`src/rtl/cpu_pkg.sv`:
```
// ----------------------------------------------------------------------------
// cpu_pkg
// Shared definitions for the fetch stage and its neighbours: datapath width,
// the default bubble instruction and the fetch state encoding.
// No ports (package).
// ----------------------------------------------------------------------------
package cpu_pkg;

    localparam int XLEN = 32;

    // All-zero word doubles as the bubble that downstream decode ignores.
    localparam logic [XLEN-1:0] NOP_INSTR_DEFAULT = 32'h0000_0000;

    typedef enum logic {
        RESET_FILL = 1'b0,
        RUN        = 1'b1
    } fetch_state_e;

endpackage

```
`src/rtl/if_fetch_stage_if.sv`:
```
// ----------------------------------------------------------------------------
// if_fetch_stage_if
// Bundles the fetch stage's control inputs, instruction-memory bus and IF/ID
// register outputs.
//   stall_i       hazard unit hold request
//   redirect_i    taken branch/jump
//   target_i      redirect target address
//   imem_addr_o   byte address presented to instruction memory
//   imem_instr_i  combinational instruction word for imem_addr_o
//   ifid_instr_o  IF/ID instruction
//   ifid_pc4_o    IF/ID PC+4
//   ifid_valid_o  IF/ID holds a real instruction
// Modports: master = fetch stage, slave = its environment.
// ----------------------------------------------------------------------------
interface if_fetch_stage_if;
    import cpu_pkg::*;

    logic            stall_i;
    logic            redirect_i;
    logic [XLEN-1:0] target_i;
    logic [XLEN-1:0] imem_addr_o;
    logic [XLEN-1:0] imem_instr_i;
    logic [XLEN-1:0] ifid_instr_o;
    logic [XLEN-1:0] ifid_pc4_o;
    logic            ifid_valid_o;

    modport master (
        input  stall_i, redirect_i, target_i, imem_instr_i,
        output imem_addr_o, ifid_instr_o, ifid_pc4_o, ifid_valid_o
    );

    modport slave (
        output stall_i, redirect_i, target_i, imem_instr_i,
        input  imem_addr_o, ifid_instr_o, ifid_pc4_o, ifid_valid_o
    );

endinterface

```
`src/rtl/fetch_perf_cnt.sv`:
```
// ----------------------------------------------------------------------------
// fetch_perf_cnt
// Free-running fetch and bubble event counters, wrapping modulo 2^32.
// Only built when IF_FETCH_PERF_CNT_EN is defined.
//   clk_i, rst_i      clock, asynchronous active-low reset
//   fetch_i           this edge performs a normal fetch
//   bubble_i          this edge stalls or redirects
//   fetch_cnt_o       count of fetch edges
//   bubble_cnt_o      count of stall/redirect edges
// ----------------------------------------------------------------------------
`ifdef IF_FETCH_PERF_CNT_EN
module fetch_perf_cnt
    import cpu_pkg::*;
(
    input  logic            clk_i,
    input  logic            rst_i,
    input  logic            fetch_i,
    input  logic            bubble_i,
    output logic [XLEN-1:0] fetch_cnt_o,
    output logic [XLEN-1:0] bubble_cnt_o
);

    logic [XLEN-1:0] fetch_cnt_q,  fetch_cnt_d;
    logic [XLEN-1:0] bubble_cnt_q, bubble_cnt_d;

    always_comb begin
        fetch_cnt_d  = fetch_cnt_q  + (fetch_i  ? 32'd1 : 32'd0);
        bubble_cnt_d = bubble_cnt_q + (bubble_i ? 32'd1 : 32'd0);
    end

    always_ff @(posedge clk_i or negedge rst_i) begin
        if (!rst_i) begin
            fetch_cnt_q  <= '0;
            bubble_cnt_q <= '0;
        end else begin
            fetch_cnt_q  <= fetch_cnt_d;
            bubble_cnt_q <= bubble_cnt_d;
        end
    end

    assign fetch_cnt_o  = fetch_cnt_q;
    assign bubble_cnt_o = bubble_cnt_q;

endmodule
`endif

```
`src/rtl/if_fetch_stage.sv`:
```
// ----------------------------------------------------------------------------
// if_fetch_stage
// Instruction fetch: holds the PC, presents it to instruction memory and
// captures the returned word with its PC+4 into the IF/ID register.
// Redirect beats stall; a redirect loads the word-aligned target and inserts
// a bubble into IF/ID.
//   clk_i, rst_i   clock, asynchronous active-low reset
//   bus (master)   stall/redirect/target inputs, imem bus, IF/ID outputs
//   fetch_cnt_o, bubble_cnt_o   performance counters (IF_FETCH_PERF_CNT_EN)
// Optional feature macro: IF_FETCH_PERF_CNT_EN.
// ----------------------------------------------------------------------------
module if_fetch_stage
    import cpu_pkg::*;
#(
    parameter logic [XLEN-1:0] PC_RESET  = 32'h0000_0000,
    parameter logic [XLEN-1:0] NOP_INSTR = NOP_INSTR_DEFAULT
) (
    input  logic            clk_i,
    input  logic            rst_i,
`ifdef IF_FETCH_PERF_CNT_EN
    output logic [XLEN-1:0] fetch_cnt_o,
    output logic [XLEN-1:0] bubble_cnt_o,
`endif
    if_fetch_stage_if.master bus
);

    localparam logic [0:0] ST_RESET_FILL = 1'(RESET_FILL);
    localparam logic [0:0] ST_RUN        = 1'(RUN);

    logic [XLEN-1:0] pc_q,    pc_d;
    logic [XLEN-1:0] instr_q, instr_d;
    logic [XLEN-1:0] pc4_q,   pc4_d;
    logic            valid_q, valid_d;
    logic [0:0]      state_q, state_d;
    logic [XLEN-1:0] pc_plus4;

    // Natural 32-bit wrap: 32'hFFFF_FFFC + 4 = 0.
    assign pc_plus4 = pc_q + 32'd4;

    always_comb begin
        pc_d    = pc_q;
        instr_d = instr_q;
        pc4_d   = pc4_q;
        valid_d = valid_q;
        state_d = state_q;
        if (bus.redirect_i) begin
            // Redirect overrides any simultaneous stall.
            pc_d    = {bus.target_i[XLEN-1:2], 2'b00};
            instr_d = NOP_INSTR;
            pc4_d   = '0;
            valid_d = 1'b0;
            state_d = ST_RUN;
        end else if (!bus.stall_i) begin
            pc_d    = pc_plus4;
            instr_d = bus.imem_instr_i;
            pc4_d   = pc_plus4;
            valid_d = 1'b1;
            state_d = ST_RUN;
        end
    end

    always_ff @(posedge clk_i or negedge rst_i) begin
        if (!rst_i) begin
            pc_q    <= PC_RESET;
            instr_q <= NOP_INSTR;
            pc4_q   <= '0;
            valid_q <= 1'b0;
            state_q <= ST_RESET_FILL;
        end else begin
            pc_q    <= pc_d;
            instr_q <= instr_d;
            pc4_q   <= pc4_d;
            valid_q <= valid_d;
            state_q <= state_d;
        end
    end

    assign bus.imem_addr_o  = pc_q;
    assign bus.ifid_instr_o = instr_q;
    assign bus.ifid_pc4_o   = pc4_q;
    assign bus.ifid_valid_o = valid_q;

`ifdef IF_FETCH_PERF_CNT_EN
    logic fetch_evt;
    logic bubble_evt;

    assign fetch_evt  = !bus.redirect_i && !bus.stall_i;
    assign bubble_evt =  bus.redirect_i ||  bus.stall_i;

    fetch_perf_cnt u_perf_cnt (
        .clk_i        (clk_i),
        .rst_i        (rst_i),
        .fetch_i      (fetch_evt),
        .bubble_i     (bubble_evt),
        .fetch_cnt_o  (fetch_cnt_o),
        .bubble_cnt_o (bubble_cnt_o)
    );
`endif

endmodule

```
`src/flat_wrapper.sv`:
```
// flat-port wrapper written by rule: the top's interface ports become plain ports
module if_fetch_stage_flat import cpu_pkg::*;
#(
    parameter logic [XLEN-1:0] PC_RESET  = 32'h0000_0000,
    parameter logic [XLEN-1:0] NOP_INSTR = NOP_INSTR_DEFAULT
)
  (clk_i, rst_i, bus_stall_i, bus_redirect_i, bus_target_i, bus_imem_instr_i, bus_imem_addr_o, bus_ifid_instr_o, bus_ifid_pc4_o, bus_ifid_valid_o);
  if_fetch_stage_if bus_i ();
  input  logic clk_i;
  input  logic rst_i;
  input wire logic [$bits(bus_i.stall_i)-1:0] bus_stall_i;
  input wire logic [$bits(bus_i.redirect_i)-1:0] bus_redirect_i;
  input wire logic [$bits(bus_i.target_i)-1:0] bus_target_i;
  input wire logic [$bits(bus_i.imem_instr_i)-1:0] bus_imem_instr_i;
  output wire logic [$bits(bus_i.imem_addr_o)-1:0] bus_imem_addr_o;
  output wire logic [$bits(bus_i.ifid_instr_o)-1:0] bus_ifid_instr_o;
  output wire logic [$bits(bus_i.ifid_pc4_o)-1:0] bus_ifid_pc4_o;
  output wire logic [$bits(bus_i.ifid_valid_o)-1:0] bus_ifid_valid_o;
  assign bus_i.stall_i = bus_stall_i;
  assign bus_i.redirect_i = bus_redirect_i;
  assign bus_i.target_i = bus_target_i;
  assign bus_i.imem_instr_i = bus_imem_instr_i;
  assign bus_imem_addr_o = bus_i.imem_addr_o;
  assign bus_ifid_instr_o = bus_i.ifid_instr_o;
  assign bus_ifid_pc4_o = bus_i.ifid_pc4_o;
  assign bus_ifid_valid_o = bus_i.ifid_valid_o;
  if_fetch_stage #(.PC_RESET(PC_RESET), .NOP_INSTR(NOP_INSTR)) u_core (.clk_i(clk_i), .rst_i(rst_i), .bus(bus_i));
endmodule
```
`config.mk`:
```
export PLATFORM = sky130hd
export DESIGN_NAME = if_fetch_stage_flat
export DESIGN_NICKNAME = d
export VERILOG_FILES = /design/src/rtl/cpu_pkg.sv /design/src/rtl/if_fetch_stage_if.sv /design/src/rtl/fetch_perf_cnt.sv /design/src/rtl/if_fetch_stage.sv /design/src/flat_wrapper.sv
export SDC_FILE = /design/constraint.sdc
export NUM_CORES = 1
export LEC_CHECK = 0
export BUFFER_PORTS_ARGS = -buffer_cell sky130_fd_sc_hd__clkbuf_2
export CORE_UTILIZATION = 50
export DETAILED_ROUTE_END_ITERATION = 6
export HOLD_SLACK_MARGIN = 0.15
export PLACE_DENSITY = 0.78
export SETUP_SLACK_MARGIN = 0.02
export SYNTH_ARGS = -nofsm -noshare
export SYNTH_HDL_FRONTEND = slang
export SYNTH_SLANG_ARGS = --single-unit
```
`constraint.sdc`:
```
create_clock -name clk_i -period 2.72 [get_ports clk_i]
set_input_delay 0 -clock clk_i [delete_from_list [all_inputs] [get_ports clk_i]]
set_output_delay 0 -clock clk_i [all_outputs]
set_load 0.02 [all_outputs]
```
==> results.toml <==
[status]
status = "complete, no violations"

[pwr]
ir_worst_vdd_mv = 0.287
swShare_pct = 31.9
p_sw_w = 0.00109
internal-power_w = 0.00232
clockPowerShare_pct = 30.9
p_leak_nw = 3.05
powerDensity_nw_per_um2 = 515
p_comb_share_pct = 21.2
p_seq_share_pct = 47.9

[clock_tree]
post-cts-setup-buffer-count = 0
numCtsBuffers = 9
clk_latency_ns = 0.37
cts_tree = "done"
cts_max_level = 3
clock-root-buffer = "clkbuf_8"
clock-sinks = 94
cts.path.max_buffers = 2
path_clk_slew_ns = 0.09
cts_resized = 0

[routing]
vias = 4820
wirelength_mm = 14.5
ant_nets = 0
post_drt_wl_per_cell_um = 17.1
drc = 0
viasPerCell = 5.70
dr.first_iter.drc_count = 289
firstDrtPassIters = 6

[logic_synthesis]
synth_cell_types = 49
syn-cell-area_um2 = 4910
synth_simple_gate_area_share_pct = 22.9
yosysSeqAreaShare_pct = 47.9
synth.avg_cell_area_um2 = 9.60
async_reset_ff_share_pct = 100
synth_top_family_by_area = "simple AND/OR/NAND/NOR gates"
synthAdderAreaFrac_pct = 0.255
ys.warnings.count = 0
syn-instance-count = 511
synth-main-ff-cell = "dfrtp_1"
synth_mux_area_share_pct = 6.76
ys_seq_elements = 94
synth-compound-area-share_pct = 12.7
synth-edff-count = 0
synth_xor_area_share_pct = 4.28

[timing]
maxSlewViolCount = 0
finClkSkew_ns = 0.0117
hold_viol = 0
final-setup-viol-count = 0
holdWs_ns = 0.285
slew_headroom_pct = 37.1
worst_pin_slew_ns = 0.944
fin_crit_sh_pct = 88.8
max_freq_ghz = 0.414
rsz0062_at_grt = "false"
setup_ws_ns = 0.305
post-route-min-period_ns = 2.42
fin_setup_tns_ns = 0

[global_route]
grt_max_degree = 100
grtUsageTotal_pct = 29.2
grt_pass1_vias = 4707
grt_pass1_wl_mm = 23.2
antenna_found_initial = 0
grt_overflow = 0

[hold_path]
hp-class = "in -> async"

[worst_setup_path]
critPathLaunchType = "flip-flop"
worstSetupPathType = "reg -> reg"
end_kind = "flip-flop"
cp_num_buf_inv = 0
cp_top_family = "simple AND/OR/NAND/NOR gates"
cp.arrival_ns = 2.67
cp_cell_sequence = "nand4_4 > or4b_4 > or4b_1 > a311oi_1"
crit_slowest_cell = "or4b_4"
cp_max_fo = 14
worstPathRequired_ns = 2.98
max_stage_delay_ns = 0.68

[finish]
fillCellCount = 736
fin_nets = 781
drive_gt1_share_pct = 27.5
multi_input_area_um2 = 2310
seqCellArea_um2 = 2350
area_delta_synth_final_pct = 34.9
final_common_cell = "clkbuf_2"
diodes = 0
final_cell_mix = "clkbuf_2 (158), dfrtp_1 (94), nor2_1 (73)"
final_cells = 846

[floorplan]
start_util_pct = 52.3
placementRows = 35
io-pin-count = 165
fp.dieW_um = 101
dieHeight_um = 101
core_um2 = 9370
die_area_um2 = 10200

[placement]
dp_cells = 765
pre_cts_slack_ns = 0.333
routabilityCongestion = 0.874
portBuffers = 160
hpwlAfterDp_mm = 9.38

[run]
maxCapViolCount = 0
## cell type report
class	count	share of cell area, %
inverter	6	0.340
sequential	94	35.5
clock inverter	6	1.42
timing repair buffer	238	23.4
tap	129	2.44
multi-input combinational	363	34.9
clock buffer	10	1.93
## sequential cells by signal (all words and copies together) (netlist names)
name / count
u_core.bus.imem_addr_o: 30
u_core.bus.ifid_valid_o: 1
u_core.bus.ifid_instr_o: 32
u_core.bus.ifid_pc4_o: 31
## power groups by stage
stage,clock network (W),registers [W],logic [W]
finish,0.00105,0.00163,0.000721
global route,0.00111,0.00165,0.000785
CTS,0.00105,0.00163,0.000717
detailed placement,0,0.00166,0.000639
global placement,0,0.00165,0.000628
floorplan,0,0.00173,0.000305
## timing repair
item / CTS / global route
hold buffers: 65 / 0
endpoints found under the hold margin: 131 / 0
endpoints found under the setup margin: 0 / 0
## layer usage
layer | track usage [%] | share of wire (%)
met5 | 0 | 0
met2 | 50.2 | 50
met3 | 6.17 | 8.8
met4 | 8.70 | 1.0
met1 | 37.1 | 40
## worst register-to-register path, stage by stage, from the launching register on
cell and delay (ns):
dfrtp_1 0.56, nand4_4 0.23, or4b_4 0.68, or4b_1 0.54
a311oi_1 0.30
## synthesized netlist by cell type, types with 2 or more instances
master / number / area, µm²
buf_4: 8 / 60.1
nand3_1: 18 / 90.1
nor3_1: 7 / 35.0
nand2_1: 38 / 143
mux2i_1: 32 / 320
a211oi_1: 12 / 90.1
buf_2: 10 / 50.1
nand4_1: 10 / 62.6
and3_1: 2 / 12.5
clkbuf_1: 29 / 109
o31ai_1: 11 / 82.6
a31oi_1: 10 / 62.6
and4_1: 6 / 52.6
o211a_1: 2 / 20.0
a21oi_1: 5 / 25.0
o41ai_1: 2 / 17.5
nor2_1: 73 / 274
or3_1: 14 / 87.6
buf_1: 2 / 7.51
xor2_1: 7 / 61.3
dfrtp_1: 94 / 2350
a2111oi_0: 2 / 17.5
a311oi_1: 12 / 105
nand4_4: 2 / 42.5
inv_1: 5 / 18.8
o21ai_0: 24 / 120
nand4b_1: 2 / 17.5
nor2b_1: 3 / 18.8
or4_1: 16 / 120
xnor2_1: 17 / 149
or2_2: 2 / 12.5
nor4_1: 13 / 81.3
o211ai_1: 4 / 30.0
o21a_1: 2 / 15.0
## path summary, 6_finish.rpt
check                                     startpoint                         to  slack, ns  cells after the start
setup reg to reg           u_core.bus.imem_addr_o[8]  u_core.bus.ifid_pc4_o[30]       0.30                      4
setup / recovery           u_core.bus.imem_addr_o[8]  u_core.bus.ifid_pc4_o[30]       0.30                      4
min in group clk_i                    bus_redirect_i   u_core.bus.ifid_pc4_o[6]       0.35                      3
hold / removal                                 rst_i  u_core.bus.ifid_pc4_o[18]       0.28                      2
hold reg to reg              u_core.bus.ifid_valid_o    u_core.bus.ifid_valid_o       0.50                      1
max in group asynchronous                      rst_i  u_core.bus.ifid_pc4_o[23]       1.65                      3
## cells by family (layout without fill, tap and decap cells)
| group | Yosys count | count (layout) |
|---|---|---|
| AO/OA/AOI/OAI | 90 | 90 |
| XOR/XNOR | 24 | 24 |
| adder cells (fa/ha/maj) | 1 | 1 |
| buffers and inverters | 55 | 260 |
| flip-flops | 94 | 94 |
| multiplexers | 33 | 33 |
| other | 1 | 2 |
| AND/OR/NAND/NOR | 213 | 213 |
## stage by stage
stage,cell area (µm²),power [W],utilization (%)
6_report,6620,0.00341,70.6
5_1_grt,6620,0.00354,70.6
4_1_cts,6620,0.00340,70.6
3_5_place_dp,5750,0.00229,61.3
3_3_place_gp,5750,0.00227,61.3
2_1_floorplan,4910,0.00203,-
(Power assumes the default switching activity.)
